## src/rtl/freq_gate_ctrl.sv

```systemverilog
// ---------------------------------------------------------------------------
// freq_gate_ctrl
//
// Purpose:
//   Sequencer for the frequency-measurement datapath. Opens a counting gate
//   of a fixed number of clock cycles, counts comparator rising-edge pulses
//   inside it, scales the count to Hz and offers the result downstream on a
//   valid/ready handshake. Supports single-shot and continuous measurement,
//   with abort.
//
// Optional feature:
//   AUTORANGE_EN - when defined, a low edge count switches the next gate to
//   2*GATE_CYCLES (with half the multiplier) and a high count switches it
//   back, with hysteresis. When undefined, range_long stays 0 and the gate
//   is always GATE_CYCLES.
//
// Ports:
//   clk_100kHz  in   system clock (100 kHz)
//   rst_        in   asynchronous active-high reset
//   start       in   single-cycle measurement request (ignored while busy)
//   continuous  in   re-arm automatically after each handshake
//   stop        in   abort the current measurement
//   edge_pulse  in   one-cycle pulse per comparator rising edge
//   freq_ready  in   downstream accepts the result
//   gate        out  counting window active
//   busy        out  sequencer not idle
//   freq_out    out  measured frequency in Hz (32 bit)
//   freq_valid  out  freq_out is valid
//   overflow    out  result saturated, qualified by freq_valid
//   range_long  out  current gate is 2*GATE_CYCLES
// ---------------------------------------------------------------------------
`timescale 1ns/1ps

module freq_gate_ctrl #(
  parameter int unsigned GATE_CYCLES = 50000,
  parameter logic [31:0] FREQ_MULT   = 32'd2,
  parameter int unsigned LOW_THRESH  = 16
) (
  input  logic        clk_100kHz,
  input  logic        rst_,
  input  logic        start,
  input  logic        continuous,
  input  logic        stop,
  input  logic        edge_pulse,
  input  logic        freq_ready,
  output logic        gate,
  output logic        busy,
  output logic [31:0] freq_out,
  output logic        freq_valid,
  output logic        overflow,
  output logic        range_long
);

`ifdef AUTORANGE_EN
  localparam bit AUTORANGE = 1'b1;
`else
  localparam bit AUTORANGE = 1'b0;
`endif

  localparam logic [31:0] GATE_LEN_SHORT = 32'(GATE_CYCLES);
  localparam logic [31:0] GATE_LEN_LONG  = 32'(2 * GATE_CYCLES);
  localparam logic [31:0] MULT_SHORT     = FREQ_MULT;
  localparam logic [31:0] MULT_LONG      = FREQ_MULT >> 1;
  localparam logic [31:0] THRESH_LO      = 32'(LOW_THRESH);
  localparam logic [31:0] THRESH_HI      = 32'(4 * LOW_THRESH);

  typedef enum logic [2:0] {
    ST_IDLE,
    ST_ARM,
    ST_GATE,
    ST_LATCH,
    ST_HOLD
  } state_t;

  state_t      state_q, state_d;
  logic [31:0] edge_cnt_q, edge_cnt_d;
  logic [31:0] cyc_cnt_q, cyc_cnt_d;
  logic [31:0] freq_out_q, freq_out_d;
  logic        freq_valid_q, freq_valid_d;
  logic        overflow_q, overflow_d;
  logic        range_long_q, range_long_d;
  logic [32:0] prod_sat;

  // Edge counter increment that sticks at all-ones instead of wrapping.
  function automatic logic [31:0] sat_inc(input logic [31:0] v);
    return (v == 32'hFFFF_FFFF) ? v : v + 32'd1;
  endfunction

  // Full 64-bit product, clamped to 32 bits; MSB of the result flags
  // that clamping happened.
  function automatic logic [32:0] sat_mul(input logic [31:0] a,
                                          input logic [31:0] b);
    logic [63:0] p;
    p = {32'd0, a} * {32'd0, b};
    if (p[63:32] != 32'd0) begin
      return {1'b1, 32'hFFFF_FFFF};
    end
    return {1'b0, p[31:0]};
  endfunction

  always_comb begin
    state_d      = state_q;
    edge_cnt_d   = edge_cnt_q;
    cyc_cnt_d    = cyc_cnt_q;
    freq_out_d   = freq_out_q;
    freq_valid_d = freq_valid_q;
    overflow_d   = overflow_q;
    range_long_d = range_long_q;
    prod_sat     = sat_mul(edge_cnt_q, range_long_q ? MULT_LONG : MULT_SHORT);

    case (state_q)
      ST_IDLE: begin
        // stop wins so an abort held high keeps the block parked
        if (!stop && (start || continuous)) begin
          state_d = ST_ARM;
        end
      end

      ST_ARM: begin
        if (stop) begin
          state_d = ST_IDLE;
        end else begin
          edge_cnt_d = 32'd0;
          cyc_cnt_d  = (range_long_q ? GATE_LEN_LONG : GATE_LEN_SHORT) - 32'd1;
          state_d    = ST_GATE;
        end
      end

      ST_GATE: begin
        // Abort takes priority over the terminal count; the partial
        // count is simply discarded.
        if (stop) begin
          state_d = ST_IDLE;
        end else begin
          if (edge_pulse) begin
            edge_cnt_d = sat_inc(edge_cnt_q);
          end
          if (cyc_cnt_q == 32'd0) begin
            state_d = ST_LATCH;
          end else begin
            cyc_cnt_d = cyc_cnt_q - 32'd1;
          end
        end
      end

      ST_LATCH: begin
        freq_out_d   = prod_sat[31:0];
        overflow_d   = prod_sat[32];
        freq_valid_d = 1'b1;
        // Hysteresis band: only leave a range when clearly outside it.
        if (AUTORANGE) begin
          if (edge_cnt_q < THRESH_LO) begin
            range_long_d = 1'b1;
          end else if (edge_cnt_q >= THRESH_HI) begin
            range_long_d = 1'b0;
          end
        end
        state_d = ST_HOLD;
      end

      ST_HOLD: begin
        // stop is deliberately ignored: a produced result is always delivered
        if (freq_ready) begin
          freq_valid_d = 1'b0;
          state_d      = continuous ? ST_ARM : ST_IDLE;
        end
      end

      default: begin
        state_d = ST_IDLE;
      end
    endcase
  end

  always_ff @(posedge clk_100kHz or posedge rst_) begin
    if (rst_) begin
      state_q      <= ST_IDLE;
      edge_cnt_q   <= 32'd0;
      cyc_cnt_q    <= 32'd0;
      freq_out_q   <= 32'd0;
      freq_valid_q <= 1'b0;
      overflow_q   <= 1'b0;
      range_long_q <= 1'b0;
    end else begin
      state_q      <= state_d;
      edge_cnt_q   <= edge_cnt_d;
      cyc_cnt_q    <= cyc_cnt_d;
      freq_out_q   <= freq_out_d;
      freq_valid_q <= freq_valid_d;
      overflow_q   <= overflow_d;
      range_long_q <= range_long_d;
    end
  end

  assign gate       = (state_q == ST_GATE);
  assign busy       = (state_q != ST_IDLE);
  assign freq_out   = freq_out_q;
  assign freq_valid = freq_valid_q;
  assign overflow   = overflow_q;
  assign range_long = range_long_q;

endmodule

```

## config.mk

```make
export PLATFORM = sky130hd
export DESIGN_NAME = freq_gate_ctrl
export DESIGN_NICKNAME = d
export VERILOG_FILES = /design/src/rtl/freq_gate_ctrl.sv
export SDC_FILE = /design/constraint.sdc
export NUM_CORES = 1
export LEC_CHECK = 0
export ABC_AREA = 1
export CELL_PAD_IN_SITES_DETAIL_PLACEMENT = 1
export CELL_PAD_IN_SITES_GLOBAL_PLACEMENT = 1
export CORE_AREA = 8 8 123 125
export CTS_CLUSTER_SIZE = 12
export DETAILED_ROUTE_END_ITERATION = 12
export DIE_AREA = 0 0 131 133
export PLACE_DENSITY_LB_ADDON = 0.08
export REMOVE_ABC_BUFFERS = 1
export SKIP_LAST_GASP = 1
export SLEW_MARGIN = 0
export SYNTH_ARGS = -nofsm -noshare
export SYNTH_HDL_FRONTEND = slang
export SYNTH_SLANG_ARGS = --single-unit
```

## constraint.sdc

```tcl
create_clock -name clk_100kHz -period 8.3 [get_ports clk_100kHz]
set_clock_uncertainty 0.2 [all_clocks]
set_input_delay 0.83 -clock clk_100kHz [delete_from_list [all_inputs] [get_ports clk_100kHz]]
set_output_delay 0.83 -clock clk_100kHz [all_outputs]
set_load 0.02 [all_outputs]
```

==> results.yml <==
global_route:
  grt_max_degree: 56
  grt.overflow.total: 0
  grt_pass1_wl_um: 30600
  antenna_found_initial: 0
  grt_pass1_vias: 6167
  grt_usage: 0.221
timing:
  final.min_clock_period_ns: 4.08
  tns_ns: 0
  finalSetupViolations: 0
  holdWs_ns: 0.287
  worstMarginPinSlew_ns: 1.09
  rsz0062_at_grt: "false"
  maxSlewHeadroom: 0.275
  drv_slew: 0
  max_freq_mhz: 245
  fin_crit_sh: 0.491
  finalHoldViolCount: 0
clocking:
  cts_max_level: 3
  cts.clk_slew.worst_paths_ns: 0.07
  cts_root_buf: "clkbuf_16"
  hold_buffers: 0
  cts.sinks: 100
  numCtsBuffers: 9
  cts_max_path_buffers: 2
  clk_latency_ns: 0.36
  cts_tree: "built"
  cts-resized-gates: 0
  postCtsSetupRepairBufs: 0
synthesis:
  synth_edf_count: 0
  yosysWarningCount: 0
  synth_area_um2: 5970
  synth_top_area_cell: "dfrtp_1"
  ys_types: 32
  yosysSeqAreaShare: 0.419
  netlist_instances: 858
  async_flop_share: 1.00
  synth_area_leaders: "dfrtp_1, nand2_1, nor2_1, nand3_1, inv_1"
  syn_avg_cell_area_um2: 6.96
  synth_top_area_share: 0.419
  ys_ff_latch: 100
  ys.flop_type: "dfrtp_1"
  synth_common_cells: "nand2_1, nor2_1, dfrtp_1, nand3_1, inv_1"
  synth.most_common_cell: "nand2_1"
critical_path:
  path_class: "register to primary output"
  cp_max_fo: 35
  start_kind: "register"
  rr_worst_depth: 11
  crit_path_end_kind: "primary output"
  arrival_ns: 3.05
  cp.required_ns: 7.27
layout:
  diodes: 0
  drive_gt1_frac: 0.0619
  n_fill_cell: 1685
  layout.nets: 893
  syn2layout_area_growth_pct: 13.5
floorplan:
  initial_core_util: 0.456
  io_pins: 44
  die_h_um: 133
  core_um2: 13100
  die_w_um: 131
  dieArea_um2: 17400
  rows: 42
detailed_routing:
  postRouteAntennaNets: 0
  drt-vias-per-instance: 5.47
  drt_iter0_drc: 325
  drc: 0
  post_drt_wl_per_cell_um: 17.0
  drt-total-wl_um: 18100
  drt_pre_antenna_iters: 4
  vias: 5828
min_path:
  hold_class: "register to register"
  whs_path_depth: 2
power:
  p_leak_uw: 0.00284
  irDropWorstVdd_mv: 0.201
  power_density_nw_per_um2: 267
status:
  run_status: "finished, final reports clean"
flow_run:
  maxCapViolCount: 0
place:
  place_hpwl_um: 13200
  port_buffers: 42
  gp_congestion: 0.950
==> kinds of logic after synthesis <==
family                   count (synthesis)  synth area share
AO/OA/AOI/OAI                          120             0.117
AND/OR/NAND/NOR                        522             0.360
other                                    1          0.000628
flip-flops                             100             0.419
adder cells (fa/ha/maj)                  2           0.00419
XOR/XNOR                                17            0.0249
buffers and inverters                   96            0.0740
==> routing by layer <==
layer / wire length, um / share of wire / vias up / track usage
li1: - / - / 2808 / -
met5: 0 / 0 / - / 0
met1: 7330 / 0.41 / 2899 / 0.248
met4: 486 / 0.027 / 0 / 0.0740
met2: 9780 / 0.54 / 81 / 0.400
met3: 492 / 0.027 / 40 / 0.0466
==> state kept, by name, indices dropped and copies added (netlist names) <==
signal / cells
cyc_cnt_q: 32
freq_valid: 1
edge_cnt_q: 32
freq_out: 32
state_q: 3
==> where the power goes <==
part,switching [uW],total (uW),internal (uW)
registers,95.8,666,570
logic,452,673,221
clock network,201,469,268
total,748,1810,1060
==> worst max-delay path, stage by stage, from the launching register on <==
cell and delay [ns]:
dfrtp_1 0.85, nand2_1 0.13, buf_4 0.26, inv_2 0.27
buf_4 0.45, clkdlybuf4s50_1 0.70
==> cell type report <==
cell class	instances	area, um^2	share of cell area
Clock buffer	10	229	0.0338
Clock inverter	6	96.3	0.0142
Inverter	64	243	0.0358
Multi-Input combinational cell	662	3030	0.447
Sequential cell	100	2500	0.369
Tap cell	176	220	0.0325
Timing Repair Buffer	47	458	0.0676
==> cell usage in the layout (no fill, tap or decap), drive strengths merged <==
cell type      netlist  layout
a211oi               1       1
a21boi               1       1
a21oi               23      23
a31oi               19      19
buf                 20       5
bufinv               0       2
clkbuf              12      10
clkdlybuf4s50        0      42
clkinv               0       1
clkinvlp             0       1
conb                 1       1
dfrtp              100     100
ha                   2       2
inv                 64      66
nand2              277     277
nand3               71      71
nand3b               2       2
nand4               10      10
nor2               157     157
nor3                 4       4
o21ai               71      71
o21bai               5       5
or2                  1       1
xnor2                8       8
xor2                 9       9
==> metrics by stage <==
step / power, uW / cell area [um^2] / utilization / cells / worst slack, ns
2_1_floorplan: 1070 / 5770 / - / 826 / 4.65
3_3_place_gp: 1320 / 6450 / 0.493 / 1049 / 4.70
3_5_place_dp: 1350 / 6450 / 0.493 / 1049 / 4.63
4_1_cts: 1830 / 6780 / 0.518 / 1065 / 4.25
5_1_grt: 1930 / 6780 / 0.518 / 1065 / 4.04
6_report: 1810 / 6780 / 0.518 / 1065 / 4.22
==> final timing paths <==
check	startpoint	to	slack [ns]
hold / removal	freq_valid	freq_valid	0.29
setup reg to reg	state_q[1]	edge_cnt_q[13]	4.73
setup / recovery	state_q[1]	gate	4.22
hold reg to reg	freq_valid	freq_valid	0.29
min in group asynchronous	rst_	freq_out[14]	0.71
max in group asynchronous	rst_	state_q[0]	6.05
No activity file was read; power rests on OpenSTA's default activity.
==> RTL edit, RTL diff (same settings) <==
Build with the macro `AUTORANGE_EN` defined.
--- a/src/rtl/freq_gate_ctrl.sv
+++ b/src/rtl/freq_gate_ctrl.sv
@@ -31,6 +31,8 @@
 // ---------------------------------------------------------------------------
 `timescale 1ns/1ps
 
+`define AUTORANGE_EN
+
 module freq_gate_ctrl #(
   parameter int unsigned GATE_CYCLES = 50000,
   parameter logic [31:0] FREQ_MULT   = 32'd2,
Formal check against the unedited RTL: same outputs for any inputs over 4 cycles, from zero or initial values and one cycle with rst_ high; that may be too few to reach the edited logic, so the function may still have changed.
==> RTL edit against the unedited design <==
- sequential share of layout area fell by 4.3 points
- critical path type unchanged
- worst setup slack worse by 0.11 ns
- die area unchanged
- hold slack gained 0.0029 ns
- via count grew 30%
- area after synthesis up 17%
- sequential cell count grew 2
- routed wire length increased by 43%
- final area grew 15%
- total power grew 23%
==> RTL edit: results (changes against the unedited design) <==
set qor(place_area_sq_mm) 0.00749 ;# was 0.00645 sq mm
set qor(cts_buf_count) 9 ;# unchanged
set qor(timing.critical_path.arrival_ns) 3.16 ;# was 3.05 ns
set qor(dp_hpwl_mm) 18.8 ;# was 13.2 mm
set qor(outcome) {completed} ;# unchanged
set qor(critPathSlowestCell) {nand3_2} ;# was dfrtp_1
set qor(layout-drive-gt1-share_pct) 4.68 ;# was 6.19%
set qor(worst-r2r-cell-count) 9 ;# was 11
set qor(synth_compound_area_share_pct) 7.46 ;# was 11.7%
set qor(worst_ir_drop_vdd_uv) 197 ;# was 201 uV
set qor(clock_tree.root_cell) {clkbuf_16} ;# unchanged
set qor(yosys.area_share.adder_pct) 0.894 ;# was 0.419%
set qor(grt_use_total_pct) 30.9 ;# was 22.1%
set qor(worstSetupStartpoint) {state_q[2]} ;# was state_q[1]
set qor(drt-initial-drc-count) 691 ;# was 325
set qor(synth.avg_cell_area_sq_um) 6.34 ;# was 6.96 sq um
set qor(routed_via_density) 5.78 ;# was 5.47
set qor(synth_seq_area_share_pct) 36.5 ;# was 41.9%
set qor(power_leakage_nw) 3.47 ;# was 2.84 nW
set qor(synth_commonest_cells) {nand2_1 (421), nor2_1 (196), dfrtp_1 (102)} ;# was nand2_1 (273), nor2_1 (146), dfrtp_1 (100)
set qor(global_placer_s_final_weighted_congestion) 0.964 ;# was 0.950
set qor(synthXorXnorAreaFrac_pct) 4.38 ;# was 2.49%
set qor(post_layout_nonfiller_instances) 1309 ;# was 1065
set qor(worstMarginPinSlew_ns) 0.988 ;# was 1.09 ns
set qor(cp_max_fo) 37 ;# was 35
set qor(cts.repair.resized) 0 ;# unchanged
set qor(synth_area_leaders) {dfrtp_1 (36%), nand2_1 (23%), nor2_1 (11%)} ;# was dfrtp_1 (42%), nand2_1 (17%), nor2_1 (9.2%)
set qor(drt-wirelength-per-cell_microns) 19.8 ;# was 17.0 microns
set qor(crit-reg2reg-capture) {cyc_cnt_q[4]} ;# was edge_cnt_q[13]
set qor(place.port_buffers) 43 ;# was 42
set qor(cp_slowest_stage_delay_ns) 0.72 ;# was 0.85 ns
set qor(grt_max_degree) 74 ;# was 56
set qor(synth_cell_types) 38 ;# was 32
set qor(preCtsSetupSlack_ns) 4.55 ;# was 4.63 ns
set qor(first_pass_grt_wire_length_mm) 41.7 ;# was 30.6 mm
set qor(finalWorstSetupSlack_ns) 4.11 ;# was 4.22 ns
set qor(cts.path.max_buffers) 2 ;# unchanged
set qor(layout.nets) 1140 ;# was 893
set qor(drtPass1Iterations) 5 ;# was 4
==> RTL edit: cell count changes after synthesis, sizes merged, moves of 6 or more <==
cell | before | now
nor3 | 4 | 23
a21oi | 23 | 16
buf | 20 | 26
a31oi | 19 | 8
inv | 64 | 87
nand2 | 277 | 422
xor2 | 9 | 32
nor2 | 157 | 204
==> RTL edit: layer usage <==
layer  wire length, microns  track usage (%)  share of wire, %  up-vias
met5                      0                0                 0        -
met1                  11500             43.1                44     3749
li1                       -                -                 -     3493
met4                    628             9.89               2.4        0
met2                  12100             47.9                47      273
met3                   1630             4.22               6.3       50
==> RTL edit: cells by family after synthesis <==
| group | after synthesis |
|---|---|
| flops | 102 |
| fa+ha+maj | 5 |
| buf+inv | 125 |
| xor+xnor | 35 |
| other cells | 1 |
| simple gates | 738 |
| compound gates | 98 |
==> RTL edit: power breakdown <==
group | leakage [nW] | switching, mW | total (mW) | internal, mW
Combinational | 1.99 | 0.682 | 1.01 | 0.329
Sequential | 1.32 | 0.0996 | 0.720 | 0.621
Clock | 0.162 | 0.205 | 0.486 | 0.281
==> RTL edit: how the worst min path moves through the flow <==
| stage | endpoint | slack [ns] | cells past startpoint |
|---|---|---|---|
| floorplan | cyc_cnt_q[0] | 0.27 | 2 |
| global placement | freq_valid | 0.26 | 2 |
| detailed placement | freq_out[26] | 0.28 | 2 |
| CTS | freq_valid | 0.30 | 2 |
| global route | freq_out[26] | 0.33 | 2 |
| finish | freq_valid | 0.29 | 2 |
==> RTL edit: layout make-up <==
| class | count | area [sq um] |
|---|---|---|
| clock buffers | 11 | 253 |
| clock inverters | 5 | 81.3 |
| fillers | 1833 | 5260 |
| inverters | 89 | 337 |
| multi-input cells | 877 | 3900 |
| flip-flops and latches | 102 | 2550 |
| well taps | 176 | 220 |
| repair buffers | 49 | 475 |
